**config.mk**
```make
export PLATFORM = sky130hd
export DESIGN_NAME = nanov_reg_bridge_flat
export DESIGN_NICKNAME = d
export VERILOG_FILES = /design/src/rtl/nanov_reg_bridge_if.sv /design/src/rtl/nanov_reg_bridge.sv /design/src/flat_wrapper.sv
export SDC_FILE = /design/constraint.sdc
export NUM_CORES = 1
export LEC_CHECK = 0
export CORE_UTILIZATION = 30
export CTS_BUF_LIST = sky130_fd_sc_hd__clkbuf_4 sky130_fd_sc_hd__clkbuf_8 sky130_fd_sc_hd__clkbuf_16
export CTS_CLUSTER_DIAMETER = 200
export DETAILED_ROUTE_END_ITERATION = 8
export GPL_TIMING_DRIVEN = 0
export PLACE_DENSITY = 0.61
export REMOVE_ABC_BUFFERS = 1
export SYNTH_ARGS = -nofsm -noshare
export SYNTH_HDL_FRONTEND = slang
export SYNTH_SLANG_ARGS = --single-unit
```
**constraint.sdc**
```tcl
create_clock -name clk_i -period 2.1 [get_ports clk_i]
set_input_delay 0.21 -clock clk_i [delete_from_list [all_inputs] [get_ports clk_i]]
set_output_delay 0.21 -clock clk_i [all_outputs]
set_load 0.05 [all_outputs]
```
**src/rtl/nanov_reg_bridge_if.sv**
```systemverilog
// Bus bundle between a requester (load unit, debug, boot) and the nanoV register file bridge.
// The slave modport is the bridge; the master modport is the requester/register-file side.
interface nanov_reg_bridge_if #(
  parameter int unsigned Width = 32,
  parameter int unsigned CntW  = 5
);
  logic             start;
  logic             write_req;
  logic [Width-1:0] wdata;
  logic [3:0]       wr_dest;
  logic [3:0]       rd_src;
  logic             data_rs;
  logic [3:0]       rs1;
  logic [3:0]       rd;
  logic             wr_en;
  logic             wr_next_en;
  logic             data_rd;
  logic             data_rd_next;
  logic [Width-1:0] rdata;
  logic             busy;
  logic             done;
  logic [CntW-1:0]  phase;

  modport master (
    output start, write_req, wdata, wr_dest, rd_src, data_rs,
    input  rs1, rd, wr_en, wr_next_en, data_rd, data_rd_next, rdata, busy, done, phase
  );

  modport slave (
    input  start, write_req, wdata, wr_dest, rd_src, data_rs,
    output rs1, rd, wr_en, wr_next_en, data_rd, data_rd_next, rdata, busy, done, phase
  );
endinterface

```
**src/rtl/nanov_reg_bridge.sv**
```systemverilog
// Parallel/serial bridge to the nanoV bit-serial register file: writes one word LSB-first
// and captures one serial read stream, always aligned to the file's free-running bit phase.
module nanov_reg_bridge #(
  parameter int unsigned Width = 32,
  parameter int unsigned CntW  = 5
) (
  input logic               clk_i,
  input logic               rst_ni,
  nanov_reg_bridge_if.slave bus
);

  localparam logic [CntW-1:0] LastPhase = CntW'(Width - 1);

  typedef enum logic [1:0] {StIdle, StWait, StXfer, StDone} state_e;

  state_e           state_q, state_d;
  logic [CntW-1:0]  phase_q;
  logic [Width-1:0] word_q;
  logic [Width-1:0] rdata_q;
  logic [3:0]       dest_q;
  logic [3:0]       src_q;
  logic             write_q;
  logic             last_bit;
  logic             capture;
  logic             xfer_we;

  assign last_bit = (phase_q == LastPhase);
  assign capture  = (state_q == StIdle) && bus.start;
  assign xfer_we  = write_q && (dest_q != 4'd0);

  always_ff @(posedge clk_i or negedge rst_ni) begin
    if (!rst_ni) begin
      state_q <= StIdle;
    end else begin
      state_q <= state_d;
    end
  end

  always_comb begin
    state_d = state_q;
    unique case (state_q)
      StIdle: if (bus.start) state_d = last_bit ? StXfer : StWait;
      StWait: if (last_bit) state_d = StXfer;
      StXfer: if (last_bit) state_d = StDone;
      StDone: state_d = StIdle;
    endcase
  end

  // Write word shifts out LSB-first with zeros behind it, so word_q[1] is the look-ahead bit.
  always_ff @(posedge clk_i or negedge rst_ni) begin
    if (!rst_ni) begin
      phase_q <= '0;
      word_q  <= '0;
      rdata_q <= '0;
      dest_q  <= '0;
      src_q   <= '0;
      write_q <= 1'b0;
    end else begin
      phase_q <= last_bit ? '0 : phase_q + CntW'(1);
      if (capture) begin
        word_q  <= bus.wdata;
        dest_q  <= bus.wr_dest;
        src_q   <= bus.rd_src;
        write_q <= bus.write_req;
      end else if (state_q == StXfer) begin
        word_q  <= word_q >> 1;
        rdata_q <= {bus.data_rs, rdata_q[Width-1:1]};
      end
    end
  end

  always_comb begin
    bus.rs1          = 4'd0;
    bus.rd           = 4'd0;
    bus.wr_en        = 1'b0;
    bus.wr_next_en   = 1'b0;
    bus.data_rd      = 1'b0;
    bus.data_rd_next = 1'b0;
    bus.busy         = 1'b0;
    bus.done         = 1'b0;
    bus.rdata        = rdata_q;
    bus.phase        = phase_q;
    unique case (state_q)
      StIdle: ;
      StWait: begin
        bus.busy = 1'b1;
        bus.rs1  = src_q;
        bus.rd   = dest_q;
      end
      StXfer: begin
        bus.busy         = 1'b1;
        bus.rs1          = src_q;
        bus.rd           = dest_q;
        bus.data_rd      = word_q[0];
        bus.data_rd_next = last_bit ? 1'b0 : word_q[1];
        bus.wr_en        = xfer_we;
        bus.wr_next_en   = xfer_we && !last_bit;
      end
      StDone: bus.done = 1'b1;
    endcase
  end

endmodule

```
**src/flat_wrapper.sv**
```systemverilog
// flat-port wrapper written by rule: the top's interface ports become plain ports
module nanov_reg_bridge_flat 
#(
  parameter int unsigned Width = 32,
  parameter int unsigned CntW  = 5
)
  (clk_i, rst_ni, bus_start, bus_write_req, bus_wdata, bus_wr_dest, bus_rd_src, bus_data_rs, bus_rs1, bus_rd, bus_wr_en, bus_wr_next_en, bus_data_rd, bus_data_rd_next, bus_rdata, bus_busy, bus_done, bus_phase);
  nanov_reg_bridge_if #(.Width(Width), .CntW(CntW)) bus_i ();
  input logic clk_i;
  input logic rst_ni;
  input wire logic [$bits(bus_i.start)-1:0] bus_start;
  input wire logic [$bits(bus_i.write_req)-1:0] bus_write_req;
  input wire logic [$bits(bus_i.wdata)-1:0] bus_wdata;
  input wire logic [$bits(bus_i.wr_dest)-1:0] bus_wr_dest;
  input wire logic [$bits(bus_i.rd_src)-1:0] bus_rd_src;
  input wire logic [$bits(bus_i.data_rs)-1:0] bus_data_rs;
  output wire logic [$bits(bus_i.rs1)-1:0] bus_rs1;
  output wire logic [$bits(bus_i.rd)-1:0] bus_rd;
  output wire logic [$bits(bus_i.wr_en)-1:0] bus_wr_en;
  output wire logic [$bits(bus_i.wr_next_en)-1:0] bus_wr_next_en;
  output wire logic [$bits(bus_i.data_rd)-1:0] bus_data_rd;
  output wire logic [$bits(bus_i.data_rd_next)-1:0] bus_data_rd_next;
  output wire logic [$bits(bus_i.rdata)-1:0] bus_rdata;
  output wire logic [$bits(bus_i.busy)-1:0] bus_busy;
  output wire logic [$bits(bus_i.done)-1:0] bus_done;
  output wire logic [$bits(bus_i.phase)-1:0] bus_phase;
  assign bus_i.start = bus_start;
  assign bus_i.write_req = bus_write_req;
  assign bus_i.wdata = bus_wdata;
  assign bus_i.wr_dest = bus_wr_dest;
  assign bus_i.rd_src = bus_rd_src;
  assign bus_i.data_rs = bus_data_rs;
  assign bus_rs1 = bus_i.rs1;
  assign bus_rd = bus_i.rd;
  assign bus_wr_en = bus_i.wr_en;
  assign bus_wr_next_en = bus_i.wr_next_en;
  assign bus_data_rd = bus_i.data_rd;
  assign bus_data_rd_next = bus_i.data_rd_next;
  assign bus_rdata = bus_i.rdata;
  assign bus_busy = bus_i.busy;
  assign bus_done = bus_i.done;
  assign bus_phase = bus_i.phase;
  nanov_reg_bridge #(.Width(Width), .CntW(CntW)) u_core (.clk_i(clk_i), .rst_ni(rst_ni), .bus(bus_i));
endmodule
```
Yosys cells after proc, flatten, opt, wreduce, memory -nomap -nowiden
Cells that the tools add are included.
- input port bits: 45
- register bits after elaboration: 80
- output and inout port bits: 51
- logic and storage cells: 43
- eq/ne operators: 7
- $add $sub $neg: 1
- reductions and logical operators: 10
- multiplexer cells: 17
- bitwise operators: 1
- operators by type and width (cell ; number):
    $mux 32 ; 2
    $mux 2 ; 4
    $mux 4 ; 2
    $pmux 2 s4 ; 1
    $mux 1 ; 7
    $add 5x1->5 const B ; 1
    $eq 5x5->1 const B ; 1
    $mux 5 ; 1
    $eq 2x2->1 const B ; 2
    $ne 2x1->1 const B ; 2
    $reduce_bool 4->1 ; 1
    $logic_and 1x1->1 ; 3
    $reduce_and 3->1 ; 1
    $eq 2x1->1 const B ; 1
    $logic_not 2->1 ; 1
    $ne 2x2->1 const B ; 1
    $reduce_and 2->1 ; 1
    $reduce_bool 2->1 ; 1
    $reduce_or 2->1 ; 1
    $logic_not 1->1 ; 1
    $not 1->1 ; 1

Logic depth before layout (Yosys ltp)
- depth after elaboration: 4
- mapped depth: 7
- gate-level depth less buffers: 6

Worst setup path before layout
OpenSTA, ideal clock, no wires.
- path type: register to output
- start: reg u_core.phase_q[0], in the netlist u_core.bus.phase[0]
- end: out bus_wr_next_en
- cell stages (with the launch flop): 5
- path slack: -0.494 ns
- buffers on the path: 0
- data required time: 1.890 ns
- data arrival time: 2.384 ns
- path through: dfrtp_1 > ha_1 > and3_1 > ha_1 > nor3_1
- word-level cells in the longest chain between the ends: 4
- RTL lines (element ; line ; RTL):
    start, declared ; nanov_reg_bridge.sv:17 ; logic [CntW-1:0] phase_q;
    start signal, assigned ; nanov_reg_bridge.sv:59 ; phase_q <= last_bit ? '0 : phase_q + CntW'(1);
    $eq 5x5->1 ; nanov_reg_bridge.sv:27 ; assign last_bit = (phase_q == LastPhase);
    $logic_not 1->1 ; nanov_reg_bridge.sv:97 ; bus.wr_next_en = xfer_we && !last_bit;
    $logic_and 1x1->1 ; nanov_reg_bridge.sv:97 ;
    $mux 1 ; nanov_reg_bridge.sv:83 ; unique case (state_q)
    end, declared ; flat_wrapper.sv:20 ; output wire logic [$bits(bus_i.wr_next_en)-1:0] bus_wr_next_en;
No other way between the ends.

Worst setup path after layout
Ends and elaborated chain as after synthesis.

==> results.md <==
- Vias per cell: 4.517
- Worst Setup Start Kind: register
- Asr flop ratio synth: 100.0%
- CTS tree: built
- Most frequent cell after synthesis: dfrtp_1
- Clock latency on the worst-skew pair: 0.33 ns
- DP HPWL: 4530 µm
- Routability Congestion: 0.6911
- Sequential area share after synthesis: 57.66%
- Total GRT Usage: 12.37%
- Clock-pin transition on the worst setup and hold timing paths: 0.06 ns
- Placed Cells: 494
- Chip width: 109.6 µm
- Total CTS buffers: 9
- Grt ovf: 0
- Post-Syn Area per Cell: 12.72 µm²
- Final slew viol count: 0
- Die area: 12010 µm²
- Max stage delay on crit path: 0.41 ns
- Final period utilization: 95.12%
- Share of cells above drive strength 1: 21.45%
- First-pass GRT wire length: 11380 µm
- # IOs: 96
- Met3 wire length: 335 µm
- Met1 Routed Length: 3054 µm
- Internal power: 4.428 mW
- Unique masters post-synth: 23
- Max-Cap Viols: 0
- Initial DRC Count: 74
- Post-synth top flop: dfrtp_1
- Reg power frac: 33.0%
- Worst path cell trace: ha_1, and3_1, ha_2, nor3_2, buf_6
- Die Ht: 109.6 µm
- Max Root-Sink Buffers: 2
- Critical path peak fanout: 4
- Area grow syn2layout: 41.73%
- Core area: 11080 µm²
- Switching share of power: 38.70%
- Hold Path Class: input pin to async pin
- Post-synthesis cell area: 3472 µm²
- Initial core utilization: 31.34%
- Diode count: 0
- Vias in the first global route: 2380
- Largest cells by area after synthesis: dfrtp_1 58%, mux2_2 11%, mux2i_1 9.8%, o21ai_0 4.8%, nand2_1 3.8%
- Synthesized flop and latch total: 80
- Site Rows: 38
- CP endpoint kind: output pin
- DRT Wirelength: 6849 µm
- Via Count: 2317
- CP startpoint: u_core.bus.phase[0]
- Post-route minimum period: 1.997 ns
- PD cells: 1468 nW/µm²
- Routed Antenna Nets: 0
- Arrival @ worst endpoint: 1.79 ns
- Worst vdd ir: 636.5 µV
- CP max stage cell: dfrtp_1
- Max Fclk: 500.6 MHz
- Setup Skew: 0.006689 ns
- Synth area leader: dfrtp_1
- Yosys Warn Count: 0
- # setup viols final: 0
- Clock share of power: 21.9%
- CP delay by family, top: adder cells
- CP required: 1.89 ns
- Leak: 2.107 nW
- Antenna violations before repair: 0
- Top-area cell type share of the netlist area: 57.66%
- DRT Pass-1 Iters: 4
- Least-Margin Pin Slew: 0.7092 ns
- Slew margin rel.: 52.72%
- Fin nets: 420
- Worst path bufs/invs: 1
- DR WL met2: 3358 µm
- Wire length per cell: 13.35 µm
- Layout Cells excl Fill: 513
- Psw: 2.795 mW
- Combinational share of power: 45.1%
- Highest Signal Layer: met4
- Hold violation total from the final report: 0
- Root cell of the clock tree: clkbuf_16
- Pin count of the biggest net entering global routing: 74
- CTS sink cnt: 80
- EDFF count, synth: 0
- Crit path kind: register to output pin
- Design Power: 7.222 mW
- Gate count after technology mapping: 273
- Reg-to-Reg Start: u_core.state_q[0]
- Depth of the CTS H-tree: 3
- Drt drc: 0
- Status: complete, no violations
- Synth top cells by count: 80 x dfrtp_1, 35 x mux2_2, 35 x nand2_1
- I/O Buffers: 95
metrics by stage:
| step | utilization, % | setup WS [ns] | instance area, µm² | hold WS [ns] | setup TNS (ns) |
|---|---|---|---|---|---|
| 4_1_cts | 44.29 | 0.009779 | 4906 | 0.3735 | 0 |
| 2_1_floorplan | - | -1.860 | 3362 | -0.08559 | -61.46 |
| 5_1_grt | 44.42 | -0.006672 | 4921 | 0.3984 | -0.01289 |
| 3_3_place_gp | 40.51 | -2.602 | 4488 | 0.4788 | -283.01 |
| 6_report | 44.42 | 0.1025 | 4921 | 0.3586 | 0 |
| 3_5_place_dp | 41.10 | -0.2562 | 4553 | 0.1770 | -0.9189 |
cells in the final DEF, fill, tap and decap left out, drive strengths merged, types with 2 or more instances in the layout:
cell           synthesis  final
nor2                   6      6
inv                    3      3
buf                   14      6
ha                     7      7
mux2i                 34     34
clkbuf                 2     14
nand2                 35     35
and2                  10     10
clkdlybuf4s50          0     81
dfrtp                 80     80
clkdlybuf4s15          0      9
clkinvlp               0      2
mux2                  41     41
o21ai                 33     33
logic make-up after synthesis:
group,count (synthesis),share of synthesized area (%)
fa+ha+maj,7,2.522
simple gates,56,7.135
flops,80,57.66
xor+xnor,2,0.5046
buf+inv,19,3.495
compound gates,34,4.937
mux,75,23.75
worst reg2reg max path, stage by stage, from the launching register on:
cell and delay (ns):
dfrtp_1 0.40, inv_1 0.14, ha_2 0.24, and2_4 0.60, mux2_2 0.43
power by group through the flow:
stage	sequential, mW	clock (mW)	combinational, mW
5_1_grt	2.46	1.71	3.52
6_report	2.38	1.58	3.26
3_3_place_gp	2.41	0	3.26
3_5_place_dp	2.41	0	3.27
4_1_cts	2.39	1.64	3.29
2_1_floorplan	2.72	0	1.97
state kept, by name, summed over array words and instances, names as in the netlist:
register and count:
u_core.bus.rdata 32, u_core.word_q 32, u_core.bus.phase 5, u_core.dest_q 4, u_core.src_q 4, u_core.state_q 2
u_core.write_q 1
routing by layer:
metal,vias to the layer above,GRT usage [%]
met2,59,20.31
met4,0,4.857
met1,1123,15.48
met3,8,3.320
met5,-,0
li1,1127,-
final timing paths:
kind                       slack, ns  cells after the start                   to
max in group asynchronous       1.16                      3    u_core.word_q[24]
min in group clk_i              0.44                      3     u_core.word_q[5]
min                             0.36                      2  u_core.bus.rdata[6]
min reg2reg                     0.50                      1  u_core.bus.phase[0]
max reg2reg                     0.16                      4      u_core.src_q[3]
max                             0.10                      5       bus_wr_next_en
timing repair:
| action | 4_1_cts | 5_1_grt |
|---|---|---|
| buffers inserted | 0 | 1 |
| hold endpoints to repair | 30 | 0 |
| hold buffers | 1 | 0 |
| pin swaps | 1 | 0 |
| gates cloned | 1 | 0 |
| setup endpoints to repair | 13 | 15 |
| resized for setup | 46 | 6 |
layout make-up:
class | count | area, µm²
clock buffers | 12 | 254.0
clock inverters | 4 | 53.80
fillers | 1066 | 6157
inverters | 3 | 11.26
multi-input cells | 174 | 1371
flip-flops and latches | 80 | 2002
well taps | 140 | 175.2
repair buffers | 100 | 1054
Power figures use the tool's default switching activity.
